## config.mk

```make
export PLATFORM = sky130hd
export DESIGN_NAME = mult_div_unit
export DESIGN_NICKNAME = d
export VERILOG_FILES = /design/src/rtl/mult_div_unit_pkg.sv /design/src/rtl/mult_div_unit.sv
export SDC_FILE = /design/constraint.sdc
export NUM_CORES = 1
export LEC_CHECK = 0
export CORE_MARGIN = 2
export CORE_UTILIZATION = 41
export CTS_CLUSTER_DIAMETER = 200
export DETAILED_ROUTE_END_ITERATION = 8
export GPL_TIMING_DRIVEN = 0
export PLACE_DENSITY = 0.66
export SLEW_MARGIN = 20
export SYNTH_ARGS = -nofsm -noshare
export SYNTH_HDL_FRONTEND = slang
export SYNTH_SLANG_ARGS = --single-unit
```

## constraint.sdc

```tcl
create_clock -name clk -period 9.35 [get_ports clk]
set_clock_uncertainty 0.2 [all_clocks]
set_input_delay 0.935 -clock clk [delete_from_list [all_inputs] [get_ports clk]]
set_output_delay 0.935 -clock clk [all_outputs]
set_load 0.1 [all_outputs]
```

## src/rtl/mult_div_unit_pkg.sv

```systemverilog
// Shared definitions for the HI/LO multiply-divide unit: word size,
// operation encodings and the sequencer states.
package mult_div_unit_pkg;

   localparam int WORD_SIZE = 32;

   localparam logic [1:0] OP_MULT  = 2'b00;
   localparam logic [1:0] OP_MULTU = 2'b01;
   localparam logic [1:0] OP_DIV   = 2'b10;
   localparam logic [1:0] OP_DIVU  = 2'b11;

   typedef enum logic [1:0] {
      ST_IDLE = 2'b00,
      ST_CALC = 2'b01,
      ST_FIN  = 2'b10
   } state_e;

endpackage

```

## src/rtl/mult_div_unit.sv

```systemverilog
// Iterative HI/LO multiply/divide unit: magnitudes are processed one bit per
// cycle on a shared accumulator and a single add/sub, then signs are fixed.
module mult_div_unit #(
   parameter int WORD_SIZE = mult_div_unit_pkg::WORD_SIZE
) (
   input  logic                 clk,
   input  logic                 rst,
   input  logic                 start,
   input  logic [1:0]           op,
   input  logic [WORD_SIZE-1:0] rs_data,
   input  logic [WORD_SIZE-1:0] rt_data,
   input  logic                 mthi,
   input  logic                 mtlo,
   output logic                 busy,
   output logic                 done,
   output logic [WORD_SIZE-1:0] hi,
   output logic [WORD_SIZE-1:0] lo
);
   import mult_div_unit_pkg::*;

   localparam int W  = WORD_SIZE;
   localparam int CW = $clog2(WORD_SIZE);
   localparam logic [W-1:0]   ONE_W    = {{(W-1){1'b0}}, 1'b1};
   localparam logic [2*W-1:0] ONE_2W   = {{(2*W-1){1'b0}}, 1'b1};
   localparam logic [CW-1:0]  CNT_ONE  = {{(CW-1){1'b0}}, 1'b1};
   localparam logic [CW-1:0]  CNT_LAST = CW'(WORD_SIZE - 1);

   state_e           state_q, state_d;
   logic [2*W-1:0]   acc_q, acc_d;
   logic [CW-1:0]    cnt_q, cnt_d;
   logic [W-1:0]     b_q, b_d;
   logic [W-1:0]     hi_q, hi_d;
   logic [W-1:0]     lo_q, lo_d;
   logic             div_q, div_d;
   logic             neg_q, neg_d;
   logic             rneg_q, rneg_d;
   logic             dz_q, dz_d;
   logic             busy_q, busy_d;
   logic             done_q, done_d;

   logic             op_signed, op_div;
   logic [W-1:0]     a_mag, b_mag;
   logic [W:0]       part_rem, add_a;
   logic [W+1:0]     add_b, add_sum;
   logic             add_cin;
   logic [2*W-1:0]   acc_step, prod_fix;
   logic [W-1:0]     quo_fix, rem_fix;

   // Decode the request and take operand magnitudes for signed ops
   always_comb begin
      op_signed = (op == OP_MULT) || (op == OP_DIV);
      op_div    = (op == OP_DIV) || (op == OP_DIVU);
      if (op_signed && rs_data[W-1]) begin
         a_mag = ~rs_data + ONE_W;
      end else begin
         a_mag = rs_data;
      end
      if (op_signed && rt_data[W-1]) begin
         b_mag = ~rt_data + ONE_W;
      end else begin
         b_mag = rt_data;
      end
   end

   // Shared adder: adds the multiplicand, or trial-subtracts the divisor
   // from the left-shifted partial remainder (W+1 bits, so no bit is lost)
   always_comb begin
      part_rem = acc_q[2*W-1:W-1];
      if (div_q) begin
         add_a   = part_rem;
         add_b   = ~{2'b00, b_q};
         add_cin = 1'b1;
      end else begin
         add_a   = {1'b0, acc_q[2*W-1:W]};
         add_b   = {2'b00, b_q};
         add_cin = 1'b0;
      end
      add_sum = {1'b0, add_a} + add_b + {{(W+1){1'b0}}, add_cin};
      if (div_q) begin
         if (add_sum[W+1]) begin
            acc_step = {part_rem[W-1:0], acc_q[W-2:0], 1'b0};
         end else begin
            acc_step = {add_sum[W-1:0], acc_q[W-2:0], 1'b1};
         end
      end else begin
         if (acc_q[0]) begin
            acc_step = {add_sum[W:0], acc_q[W-1:1]};
         end else begin
            acc_step = {1'b0, acc_q[2*W-1:W], acc_q[W-1:1]};
         end
      end
   end

   // Sign-corrected results presented to HI/LO in the final state
   always_comb begin
      if (neg_q) begin
         prod_fix = ~acc_q + ONE_2W;
      end else begin
         prod_fix = acc_q;
      end
      if (dz_q) begin
         quo_fix = {W{1'b1}};
      end else if (neg_q) begin
         quo_fix = ~acc_q[W-1:0] + ONE_W;
      end else begin
         quo_fix = acc_q[W-1:0];
      end
      if (rneg_q) begin
         rem_fix = ~acc_q[2*W-1:W] + ONE_W;
      end else begin
         rem_fix = acc_q[2*W-1:W];
      end
   end

   // Sequencer next state and datapath register updates
   always_comb begin
      state_d = state_q;
      acc_d   = acc_q;
      cnt_d   = cnt_q;
      b_d     = b_q;
      div_d   = div_q;
      neg_d   = neg_q;
      rneg_d  = rneg_q;
      dz_d    = dz_q;
      hi_d    = hi_q;
      lo_d    = lo_q;
      busy_d  = busy_q;
      done_d  = 1'b0;
      case (state_q)
         ST_IDLE: begin
            if (start) begin
               acc_d   = {{W{1'b0}}, a_mag};
               b_d     = b_mag;
               div_d   = op_div;
               neg_d   = op_signed && (rs_data[W-1] ^ rt_data[W-1]);
               rneg_d  = op_signed && rs_data[W-1];
               dz_d    = (rt_data == {W{1'b0}});
               cnt_d   = {CW{1'b0}};
               busy_d  = 1'b1;
               state_d = ST_CALC;
            end else begin
               if (mthi) begin
                  hi_d = rs_data;
               end else begin
                  hi_d = hi_q;
               end
               if (mtlo) begin
                  lo_d = rs_data;
               end else begin
                  lo_d = lo_q;
               end
            end
         end
         ST_CALC: begin
            acc_d = acc_step;
            cnt_d = cnt_q + CNT_ONE;
            if (cnt_q == CNT_LAST) begin
               state_d = ST_FIN;
            end else begin
               state_d = ST_CALC;
            end
         end
         ST_FIN: begin
            if (div_q) begin
               hi_d = rem_fix;
               lo_d = quo_fix;
            end else begin
               hi_d = prod_fix[2*W-1:W];
               lo_d = prod_fix[W-1:0];
            end
            done_d  = 1'b1;
            busy_d  = 1'b0;
            state_d = ST_IDLE;
         end
         default: begin
            busy_d  = 1'b0;
            state_d = ST_IDLE;
         end
      endcase
   end

   // State and datapath registers
   always_ff @(posedge clk or negedge rst) begin
      if (!rst) begin
         state_q <= ST_IDLE;
         acc_q   <= {(2*W){1'b0}};
         cnt_q   <= {CW{1'b0}};
         b_q     <= {W{1'b0}};
         div_q   <= 1'b0;
         neg_q   <= 1'b0;
         rneg_q  <= 1'b0;
         dz_q    <= 1'b0;
         hi_q    <= {W{1'b0}};
         lo_q    <= {W{1'b0}};
         busy_q  <= 1'b0;
         done_q  <= 1'b0;
      end else begin
         state_q <= state_d;
         acc_q   <= acc_d;
         cnt_q   <= cnt_d;
         b_q     <= b_d;
         div_q   <= div_d;
         neg_q   <= neg_d;
         rneg_q  <= rneg_d;
         dz_q    <= dz_d;
         hi_q    <= hi_d;
         lo_q    <= lo_d;
         busy_q  <= busy_d;
         done_q  <= done_d;
      end
   end

   assign busy = busy_q;
   assign done = done_q;
   assign hi   = hi_q;
   assign lo   = lo_q;

endmodule

```

# Yosys cells after proc, flatten, opt, wreduce, memory -nomap -nowiden
# Cells that the tools add are included.
# totals
register_bits,173
inputBits,71
word_cells,82
out_inout_bits,66
# classes
mux,30
bitwise,8
n_reduce_logical,15
addsub,8
eq_ne,9
# ops
cell,count
$mux W32,11
$mux W64,5
$add A32 B1 Y32 const B,4
$not A32 Y32,4
$pmux W32 S2,2
$pmux W64 S2,1
$add A64 B1 Y64 const B,1
$not A64 Y64,1
$add A33 B34 Y34,1
$add A34 B1 Y34,1
$mux W34,1
$not A32 Y34,1
$mux W33,1
$logic_not A32 Y1,1
$pmux W5 S2,1
$ne A2 B2 Y1 const B,4
$eq A2 B2 Y1 const B,3
$reduce_and A2 Y1,3
$reduce_and A3 Y1,2
$add A5 B1 Y5 const B,1
$eq A5 B5 Y1 const B,1
$mux W5,1
$logic_not A2 Y1,2
$mux W2,2
other kinds (9),15

# Depth between registers and ports, before layout
# Gate-level depths: netlist (run 1).
# depth
ltp_word,7
mapped_depth,18
mapped_depth_nobuf,13

# Least setup slack after synthesis (run 1)
# No wires, ideal clock.
# synth_path
kind,register to register
start,reg div_q
end,reg acc_q[60]
t_arrival_ps,4402
period_less_slack_ps,4728
path_stages_with_launch,18
required_time_ps,9024
path_buffers,7
setup_ps,126
path_slack_ps,4622
cell_sequence,dfrtp_1 clkbuf_1 clkbuf_1 clkbuf_1 clkbuf_1 xor2_1 ha_1 clkbuf_1 a21oi_1 o21ai_0 a211oi_1 nand3_1 a221oi_1 nor3b_1 buf_2 buf_4 o21ai_0 a221o_1
# synth_via
elab_chain_len,6
elab_cells_between_ends,9
classes_between,2 x add/sub; 7 x mux
# synth_rtl
element,line_no,rtl
start: declaration,mult_div_unit.sv:34,"logic div_q, div_d;"
start signal: assignment,mult_div_unit.sv:202,div_q <= div_d;
$mux W33 / $mux W34 (equally long branches),mult_div_unit.sv:69,if (div_q) begin
$add A33 B34 Y34,mult_div_unit.sv:78,"add_sum = {1'b0, add_a} + add_b + {{(W+1){1'b0}}, add_cin};"
$add A34 B1 Y34,mult_div_unit.sv:78,
"$mux W64, on equally long branches","mult_div_unit.sv:86, mult_div_unit.sv:80",
$mux W64 *,mult_div_unit.sv:79,if (div_q) begin
$pmux W64 S2 *,mult_div_unit.sv:129,case (state_q)
end signal: assignment,mult_div_unit.sv:186,acc_q <= {(2*W){1'b0}};
end: declaration,mult_div_unit.sv:29,"logic [2*W-1:0] acc_q, acc_d;"
# Mark *: on every way between the ends. The rest lies on a longest branch, timed or not.
# A chain may end at the register's enable or synchronous reset.

# Worst setup path after layout (run 1)
# layout_path
start,reg div_q
end,reg acc_q[47]
# The elaborated chain is that of the path after synthesis.

==> results of run 1 <==
==> state kept, by name, summed over array words and instances, names as in the netlist <==
| register | cells |
|---|---|
| div_q | 1 |
| rneg_q | 1 |
| hi | 32 |
| dz_q | 1 |
| acc_q | 64 |
| cnt_q | 5 |
| done | 1 |
| lo | 32 |
| b_q | 32 |
| busy | 1 |
| state_q | 2 |
| neg_q | 1 |
==> routing by layer <==
layer,up-vias,global-route usage [%],part of all wire (%)
met5,-,0,0
met4,0,13.9,5.3
met3,138,4.70,7.5
met2,666,43.0,44
met1,6476,36.6,43
li1,6239,-,-
==> logic make-up (layout without fill, tap and decap cells) <==
| kind of cell | after synthesis | in the layout | share of synthesized area [%] |
|---|---|---|---|
| compound gates | 523 | 523 | 24.4 |
| simple gates | 424 | 424 | 15.2 |
| xor+xnor | 177 | 177 | 11.3 |
| flops | 173 | 173 | 31.6 |
| buf+inv | 170 | 339 | 4.93 |
| mux | 119 | 119 | 8.98 |
| fa+ha+maj | 38 | 38 | 3.53 |
==> worst max-delay path, cell delays in order, from the launching register on <==
cell,delay [ps]
dfrtp_1,470
clkbuf_1,410
clkbuf_1,610
clkbuf_1,670
clkbuf_1,550
xor2_1,210
ha_1,240
clkbuf_1,200
a21oi_1,250
o21ai_0,170
a211oi_1,340
nand3_1,200
a221oi_1,420
nor3b_1,370
buf_2,370
buf_2,350
mux2i_1,280
o221ai_1,160
==> per-stage QoR <==
step | setup slack (ps) | utilization [%] | TNS [ps] | hold WS [ps]
6_report | 2690 | 49.6 | 0 | 276
5_1_grt | 2490 | 49.6 | 0 | 324
4_1_cts | 2770 | 49.6 | 0 | 299
3_5_place_dp | 2870 | 47.9 | 0 | 288
3_3_place_gp | -342 | 47.7 | -55400 | 279
2_1_floorplan | 4620 | - | 0 | 249
==> cells in the mapped netlist, drive strengths merged, types with 6 or more instances <==
library cell    n  area, sq um
nand2         183          689
dfrtp         173         4330
o21ai         157          786
a21oi         136          681
xor2          113          990
clkbuf        112          420
mux2i          88          881
nor2           70          263
xnor2          64          561
ha             37          463
a221o          34          340
o211ai         34          255
inv            31          116
mux2           31          349
nor3           30          150
buf            27          139
a211oi         22          165
a21o           20          150
nand4          20          131
o31ai          20          155
nor2b          19          119
nor4           19          134
a31oi          15         93.8
or4            15          128
a22oi          12         90.1
nand3          12         60.1
o41ai          11          123
and2           10         62.6
o22ai          10         62.6
or3            10         62.6
a22o            9         78.8
nand2b          9         56.3
o21bai          6         45.0
o221ai          6         52.6
or2             6         37.5
==> final cells by class <==
class	count	area (sq um)
buffer	139	559
clock buffer	17	425
clock inverter	14	136
fill	3221	16500
inverter	31	116
multi-input combinational	1281	8700
sequential	173	4330
tap	442	553
timing repair buffer	138	1400
==> final timing paths <==
kind	from	to	slack, ps	depth (start not counted)
min reg2reg	cnt_q[3]	cnt_q[3]	300	1
max in group asynchronous	rst	b_q[29]	7760	2
min in group clk	cnt_q[3]	cnt_q[3]	300	1
max reg2reg	div_q	acc_q[47]	2690	17
max	div_q	acc_q[47]	2690	17
min	rst	hi[8]	280	1
==> summary.txt, run 1 <==
Route
  • Via count: 13500
  • WL/cell: 21.7 um
  • # DRC: 0
  • Detailed Route Iter0 Violations: 1290
  • Vias/cell: 6.05
  • Post-Route WL: 48.5 mm
  • TritonRoute pass-1 iters: 8
  • Post-DRT Antenna Nets: 0

Cells and area
  • Most frequent cells in the layout: 182 x nand2_1, 173 x dfrtp_1, 154 x o21ai_0, 136 x a21oi_1, 135 x clkdlybuf4s50_1
  • Final net count: 1890
  • Commonest non-fill, non-tap cell in the layout: nand2_1
  • Layout cells sized above 1: 5.35%
  • Fin cells: 2235
  • ANT cells: 0
  • Final non-filler cell area: 0.0162 sq mm
  • Area growth, synth to finish: 18.5%

Clocking
  • CTS tree: built
  • # hold bufs at CTS: 0
  • CTS Buf Count: 17
  • Clk_lat worst skew: 450 ps
  • Setup bufs post-CTS: 0
  • Clk root buf: clkbuf_16
  • H-Tree Depth: 4
  • Post-cts resize count: 0
  • Max Root-Sink Buffers: 2
  • Worst-path clk slew: 70 ps
  • Sink Count: 173

Worst setup path
  • Crit Path Max Fanout: 10
  • Startpoint Class: flop
  • Worst setup EP type: flop
  • Worst EP required: 9450 ps
  • Data arrival, critical path: 6750 ps
  • Crit path kind: reg -> reg

Timing
  • Fmax achieved: 0.150 GHz
  • Final setup fails: 0
  • Fin crit share: 71.2%
  • Final Hold Violating Endpoints: 0
  • Max Transition Viols Final: 0
  • Worst-Margin Slew: 997 ps
  • RSZ-0062 raised after global routing: no
  • Worst rel slew slack: 33.3%
  • Crit path time final: 6660 ps

Logic synthesis
  • Async SR Flop Fraction: 100%
  • Cell count after synthesis: 1624
  • Seq cells post-synth: 173
  • Synth Cell Area: 0.0137 sq mm
  • Syn Nets: 1733
  • Syn Area/Cell: 8.43 sq um
  • Syn. warnings: 0
  • Post-synthesis sequential area ratio: 31.6%
  • Ys flop type: dfrtp_1
  • Yosys cell types: 73
  • Post-synth EDFFs: 0

Global route
  • GRT Resource Usage Total: 27.5%
  • Vias in the first global route: 12800
  • Total grt overflow: 0
  • Initial antenna violation count: 0
  • First-pass GRT wire length: 74.9 mm
  • Pin count of the biggest net entering global routing: 94

Die
  • Die Area: 0.0349 sq mm
  • Die W: 187 um
  • Core Footprint: 0.0327 sq mm
  • Initial Util: 41.9%
  • FP Rows: 66
  • IO Pins: 137
  • Die H: 187 um

Placed design
  • Buffers added on ports: 136
  • DP HPWL: 37.5 mm
  • RePlAce Congestion: 0.967
  • Area post-placement: 0.0157 sq mm
  • Cell count after placement: 2204

Hold path
  • HP Class: in -> async

Flow run
  • Max-cap violations: 0

Run status
  • Run status: finished, final reports clean
Power of run 1 is not shown: default switching activity piles up to over one toggle a cycle in this logic, so the estimate is an artifact.
==> inputs of run 2 (changes only) <==
--- a/config.mk
+++ b/config.mk
@@ -10,7 +10,7 @@
 export CTS_CLUSTER_DIAMETER = 200
 export DETAILED_ROUTE_END_ITERATION = 8
 export GPL_TIMING_DRIVEN = 0
-export PLACE_DENSITY = 0.66
+export PLACE_DENSITY = 0.68
 export SLEW_MARGIN = 20
 export SYNTH_ARGS = -nofsm -noshare
 export SYNTH_HDL_FRONTEND = slang
==> constraint.sdc (replaced) <==
create_clock -name clk -period 6 [get_ports clk]
set_clock_uncertainty 0.2 [all_clocks]
set_input_delay 0.6 -clock clk [delete_from_list [all_inputs] [get_ports clk]]
set_output_delay 0.6 -clock clk [all_outputs]
set_load 0.1 [all_outputs]
==> summary.txt, run 2 (synthesis gave the netlist of run 1 again) <==
Placed design
  • Area post-placement: 0.0157 sq mm (about the same)
  • RePlAce Congestion: 0.954 (was 0.967)
  • Buffers added on ports: 136 (unchanged)
  • DP HPWL: 37.2 mm (was 37.5 mm)

Route
  • Via count: 13500 (about the same)
  • Vias/cell: 6.04 (was 6.05)
  • Detailed Route Iter0 Violations: 1222 (was 1290)
  • WL/cell: 21.5 um (was 21.7 um)
  • # DRC: 0 (unchanged)
  • TritonRoute pass-1 iters: 5 (was 8)
  • Post-Route WL: 48.1 mm (was 48.5 mm)
  • Post-DRT Antenna Nets: 0 (unchanged)

Global route
  • Total grt overflow: 0 (unchanged)
  • Vias in the first global route: 13100 (was 12800)
  • GRT Resource Usage Total: 27.3% (was 27.5%)
  • Initial antenna violation count: 0 (unchanged)
  • Met3 Usage GRT: 4.91% (was 4.70%)
  • Met1 Resource Use GR: 35.9% (was 36.6%)
  • Pin count of the biggest net entering global routing: 76 (was 94)
  • Busiest grt layer: met2 (unchanged)
  • Routing usage on met2: 43.8% (was 43.0%)
  • First-pass GRT wire length: 74.9 mm (about the same)

Clocking
  • Max Root-Sink Buffers: 2 (unchanged)
  • CTS tree: built (unchanged)
  • Sink Count: 173 (unchanged)
  • Worst-path clk slew: 70 ps (about the same)
  • CTS Buf Count: 17 (unchanged)
  • H-Tree Depth: 4 (unchanged)
  • Clk root buf: clkbuf_16 (unchanged)
  • Setup bufs post-CTS: 0 (unchanged)
  • Clk_lat worst skew: 460 ps (was 450 ps)

Timing
  • Worst-Margin Slew: 995 ps (was 997 ps)
  • RSZ-0062 raised after global routing: no (unchanged)
  • Hold WS: 296 ps (was 276 ps)
  • Fmax achieved: 0.172 GHz (was 0.150 GHz)
  • Max Transition Viols Final: 0 (unchanged)
  • Final setup fails: 0 (unchanged)
  • Worst rel slew slack: 33.4% (was 33.3%)
  • Final Hold Violating Endpoints: 0 (unchanged)
  • Fin crit share: 96.7% (was 71.2%)
  • Crit path time final: 5800 ps (was 6660 ps)

Hold path
  • HP Class: reg -> reg (was in -> async)

Worst setup path
  • Worst setup EP type: flop (unchanged)
  • Crit Path Max Fanout: 15 (was 10)
  • Crit path kind: reg -> reg (unchanged)
  • Startpoint Class: flop (unchanged)
  • Data arrival, critical path: 5910 ps (was 6750 ps)
  • Worst EP required: 6110 ps (was 9450 ps)

Die
  • Die Area: 0.0349 sq mm (unchanged)
  • Initial Util: 41.9% (unchanged)
  • Core Footprint: 0.0327 sq mm (unchanged)
  • Die H: 187 um (unchanged)
  • IO Pins: 137 (unchanged)
  • Die W: 187 um (unchanged)
  • FP Rows: 66 (unchanged)

Run status
  • Run status: finished, final reports clean (unchanged)

Cells and area
  • Commonest non-fill, non-tap cell in the layout: nand2_1 (unchanged)
  • Final non-filler cell area: 0.0163 sq mm (was 0.0162 sq mm)
  • Layout cells sized above 1: 5.74% (was 5.35%)
  • ANT cells: 0 (unchanged)
  • Final net count: 1891 (was 1890)
  • Max reg flops: 64 (unchanged)
  • Area growth, synth to finish: 18.8% (was 18.5%)
  • Most frequent cells in the layout: 182 x nand2_1, 173 x dfrtp_1, 154 x o21ai_0, 136 x a21oi_1, 135 x clkdlybuf4s50_1 (unchanged)
  • Reg with most FFs: acc_q (unchanged)

Flow run
  • Max-cap violations: 0 (unchanged)
run 2: path summary, 6_finish.rpt:
path	endpoint	cells past startpoint	start	slack, ps
worst max register to register	acc_q[47]	13	div_q	200
worst max-delay path	acc_q[47]	13	div_q	200
min in group asynchronous	hi[10]	2	rst	430
worst min register to register	cnt_q[3]	1	cnt_q[3]	300
worst min-delay path	cnt_q[3]	1	cnt_q[3]	300
max in group asynchronous	b_q[28]	3	rst	4450
run 2: critical path: stages (launching register included):
cell	delay (ps)
dfrtp_1	690
clkbuf_1	680
buf_1	750
mux2_2	430
ha_1	390
and4_1	230
a221oi_1	340
nor2_1	90
a221oi_1	360
nor3b_1	360
buf_2	360
buf_2	350
mux2i_1	250
o221ai_1	150
run 2: routing by layer:
layer  wire length [um]  vias up
met4               2060        0
met2              21700      724
li1                   -     6244
met3               3900      119
met1              20500     6420
met5                  0        -
run 2: area by class of cell:
class                      count  area, sq um
fill                        3219        16400
inverter                      31          116
clock buffer                  17          425
tap                          442          553
clock inverter                15          148
timing repair buffer         140         1440
multi-input combinational   1281         8700
buffer                       138          562
sequential                   173         4330
run 2: stage by stage:
step | utilization [%] | TNS (ps) | cells | worst slack (ps)
2_1_floorplan | - | 0 | 1624 | 1270
3_3_place_gp | 47.7 | -570250 | 2202 | -3250
3_5_place_dp | 48.0 | -9680 | 2205 | -428
4_1_cts | 49.8 | 0 | 2238 | 8.37
5_1_grt | 49.8 | 0 | 2237 | 62.2
6_report | 49.8 | 0 | 2237 | 196
run 2: repair_timing:
action | CTS | global route
hold buffers | 1 | 0
gates resized for setup | 3 | 3
hold endpoints to repair | 38 | 0
setup endpoints to repair | 33 | 32
Power of run 2 is left out for the same reason.
==> inputs of run 3 (changes only) <==
--- a/config.mk
+++ b/config.mk
@@ -10,7 +10,7 @@
 export CTS_CLUSTER_DIAMETER = 200
 export DETAILED_ROUTE_END_ITERATION = 8
 export GPL_TIMING_DRIVEN = 0
-export PLACE_DENSITY = 0.68
+export PLACE_DENSITY_LB_ADDON = 0.12
 export SLEW_MARGIN = 20
 export SYNTH_ARGS = -nofsm -noshare
 export SYNTH_HDL_FRONTEND = slang
==> summary.txt, run 3 (synthesis gave the netlist of run 1 again) <==
Cells and area
  • Most frequent cells in the layout: 182 x nand2_1, 172 x dfrtp_1, 154 x o21ai_0, 136 x a21oi_1, 135 x clkdlybuf4s50_1 (was 182 x nand2_1, 173 x dfrtp_1, 154 x o21ai_0, 136 x a21oi_1, 135 x clkdlybuf4s50_1)
  • Area growth, synth to finish: 18.9% (was 18.8%)
  • Final net count: 1891 (unchanged)
  • Reg with most FFs: acc_q (unchanged)
  • Commonest non-fill, non-tap cell in the layout: nand2_1 (unchanged)
  • Fin cells: 2236 (was 2237)
  • Max reg flops: 64 (unchanged)
  • Layout cells sized above 1: 5.69% (was 5.74%)
  • ANT cells: 0 (unchanged)

Global route
  • Pin count of the biggest net entering global routing: 72 (was 76)
  • Total grt overflow: 0 (unchanged)
  • Initial antenna violation count: 0 (unchanged)
  • Vias in the first global route: 13000 (was 13100)
  • GRT Resource Usage Total: 28.6% (was 27.3%)
  • First-pass GRT wire length: 77.7 mm (was 74.9 mm)

Die
  • Initial Util: 41.9% (unchanged)
  • Die H: 187 um (unchanged)
  • FP Rows: 66 (unchanged)
  • Core Footprint: 0.0327 sq mm (unchanged)
  • Die W: 187 um (unchanged)
  • IO Pins: 137 (unchanged)
  • Die Area: 0.0349 sq mm (unchanged)

Hold path
  • Hold path start: b_q[16] (was cnt_q[3])
  • HP Class: reg -> reg (unchanged)
  • Worst hold stages: 2 (was 1)
  • Hold EP: b_q[16] (was cnt_q[3])

Timing
  • Crit path time final: 5780 ps (was 5800 ps)
  • Final Hold Violating Endpoints: 0 (unchanged)
  • RSZ-0062 raised after global routing: no (unchanged)
  • Final worst slack: 222 ps (was 196 ps)
  • Hold WS: 297 ps (was 296 ps)
  • Fmax achieved: 0.173 GHz (was 0.172 GHz)
  • Max Transition Viols Final: 0 (unchanged)
  • Final setup fails: 0 (unchanged)
  • Worst rel slew slack: 25.3% (was 33.4%)
  • Worst-Margin Slew: 1110 ps (was 995 ps)
  • Fin crit share: 96.3% (was 96.7%)

Clocking
  • Clk root buf: clkbuf_16 (unchanged)
  • CTS tree: built (unchanged)
  • Worst-path clk slew: 70 ps (about the same)
  • H-Tree Depth: 4 (unchanged)
  • Max Root-Sink Buffers: 2 (unchanged)
  • Setup bufs post-CTS: 0 (unchanged)
  • Sink Count: 173 (unchanged)
  • Clk_lat worst skew: 450 ps (was 460 ps)
  • CTS Buf Count: 17 (unchanged)

Worst setup path
  • Worst EP required: 6120 ps (was 6110 ps)
  • CP top delay family: buffers and inverters (unchanged)
  • Worst reg2reg path depth: 14 (was 13)
  • Crit Path Max Fanout: 15 (unchanged)
  • Reg2reg end: acc_q[58] (was acc_q[47])
  • Crit path kind: reg -> reg (unchanged)
  • Data arrival, critical path: 5900 ps (was 5910 ps)
  • R2R setup slack: 220 ps (was 200 ps)
  • Worst flop-to-flop path startpoint: div_q (unchanged)
  • Crit-path most repeated cell: a221oi_1
  • Worst Path Buf+Inv: 4 (unchanged)
  • Largest stage delay, worst path: 790 ps (was 750 ps)
  • Chain of cells forming the critical path: clkbuf_1 -> buf_1 -> mux2_2 -> ha_1 -> and4_1 -> a221oi_1 -> nor2_1 -> a221oi_1 -> nor3b_1 -> buf_2 -> buf_4 -> nand2_1 -> o221ai_1 -> o21ai_0 (was clkbuf_1 -> buf_1 -> mux2_2 -> ha_1 -> and4_1 -> a221oi_1 -> nor2_1 -> a221oi_1 -> nor3b_1 -> buf_2 -> buf_2 -> mux2i_1 -> o221ai_1)
  • Startpoint Class: flop (unchanged)
  • Slowest CP cell: buf_1 (unchanged)
  • Worst setup EP type: flop (unchanged)

Route
  • Metal-1 WL: 21.9 mm (was 20.5 mm)
  • Met3 WL: 3.17 mm (was 3.90 mm)
  • Detailed Route Iter0 Violations: 1157 (was 1222)
  • # DRC: 0 (unchanged)
  • Post-Route WL: 49.9 mm (was 48.1 mm)
  • Post-DRT Antenna Nets: 0 (unchanged)
  • Top layer in use: met4 (unchanged)
  • Met2 WL: 22.8 mm (was 21.7 mm)
  • TritonRoute pass-1 iters: 5 (unchanged)
  • WL/cell: 22.3 um (was 21.5 um)
  • Via count: 13300 (was 13500)
  • Vias/cell: 5.96 (was 6.04)

Flow run
  • Max-cap violations: 0 (unchanged)

Placed design
  • Cell count after placement: 2205 (unchanged)
  • Buffers added on ports: 136 (unchanged)
  • Post-place setup slack: -714 ps (was -428 ps)
  • RePlAce Congestion: 0.926 (was 0.954)
  • DP HPWL: 38.6 mm (was 37.2 mm)

Run status
  • Run status: finished, final reports clean (unchanged)
-- run 3: layout make-up --
type	count	area (sq um)
Multi-Input combinational cell	1281	8700
Sequential cell	173	4330
Clock inverter	10	115
Clock buffer	21	460
Inverter	31	116
Fill cell	3257	16400
Timing Repair Buffer	140	1440
Buffer	138	563
Tap cell	442	553
-- run 3: stage by stage --
step	setup TNS [ps]	util [%]	area [sq um]
finish	0	49.8	16300
global route	0	49.8	16300
CTS	0	49.8	16300
detailed placement	-19120	48.0	15700
global placement	-615160	47.7	15600
floorplan	0	-	13700
-- run 3: routing by layer --
layer | vias up | global-route usage [%]
met1 | 6444 | 37.8
met5 | - | 0
li1 | 6232 | -
met4 | 0 | 11.2
met2 | 546 | 46.7
met3 | 110 | 4.57
-- run 3: worst max-delay path by stage --
| stage | end | slack (ps) | startpoint | depth (start not counted) |
|---|---|---|---|---|
| 3_5_place_dp | acc_q[58] | -710 | div_q | 18 |
| 4_1_cts | acc_q[58] | 160 | div_q | 17 |
| 5_1_grt | acc_q[57] | 90 | div_q | 14 |
| 3_3_place_gp | b_q[26] | -3490 | rst | 1 |
| 6_report | acc_q[58] | 220 | div_q | 14 |
| 2_1_floorplan | acc_q[60] | 1270 | div_q | 17 |
-- run 3: worst min-delay path, stage by stage, from the launching register on --
cell and delay [ps]:
dfrtp_1 360, nand2_1 50, o21ai_0 60
-- run 3: timing repair --
| action | CTS | global route |
|---|---|---|
| resized for setup | 5 | 2 |
| endpoints found under the hold margin | 43 | 0 |
| endpoints found under the setup margin | 33 | 14 |
| hold buffers | 1 | 0 |
Power of run 3 is left out for the same reason.
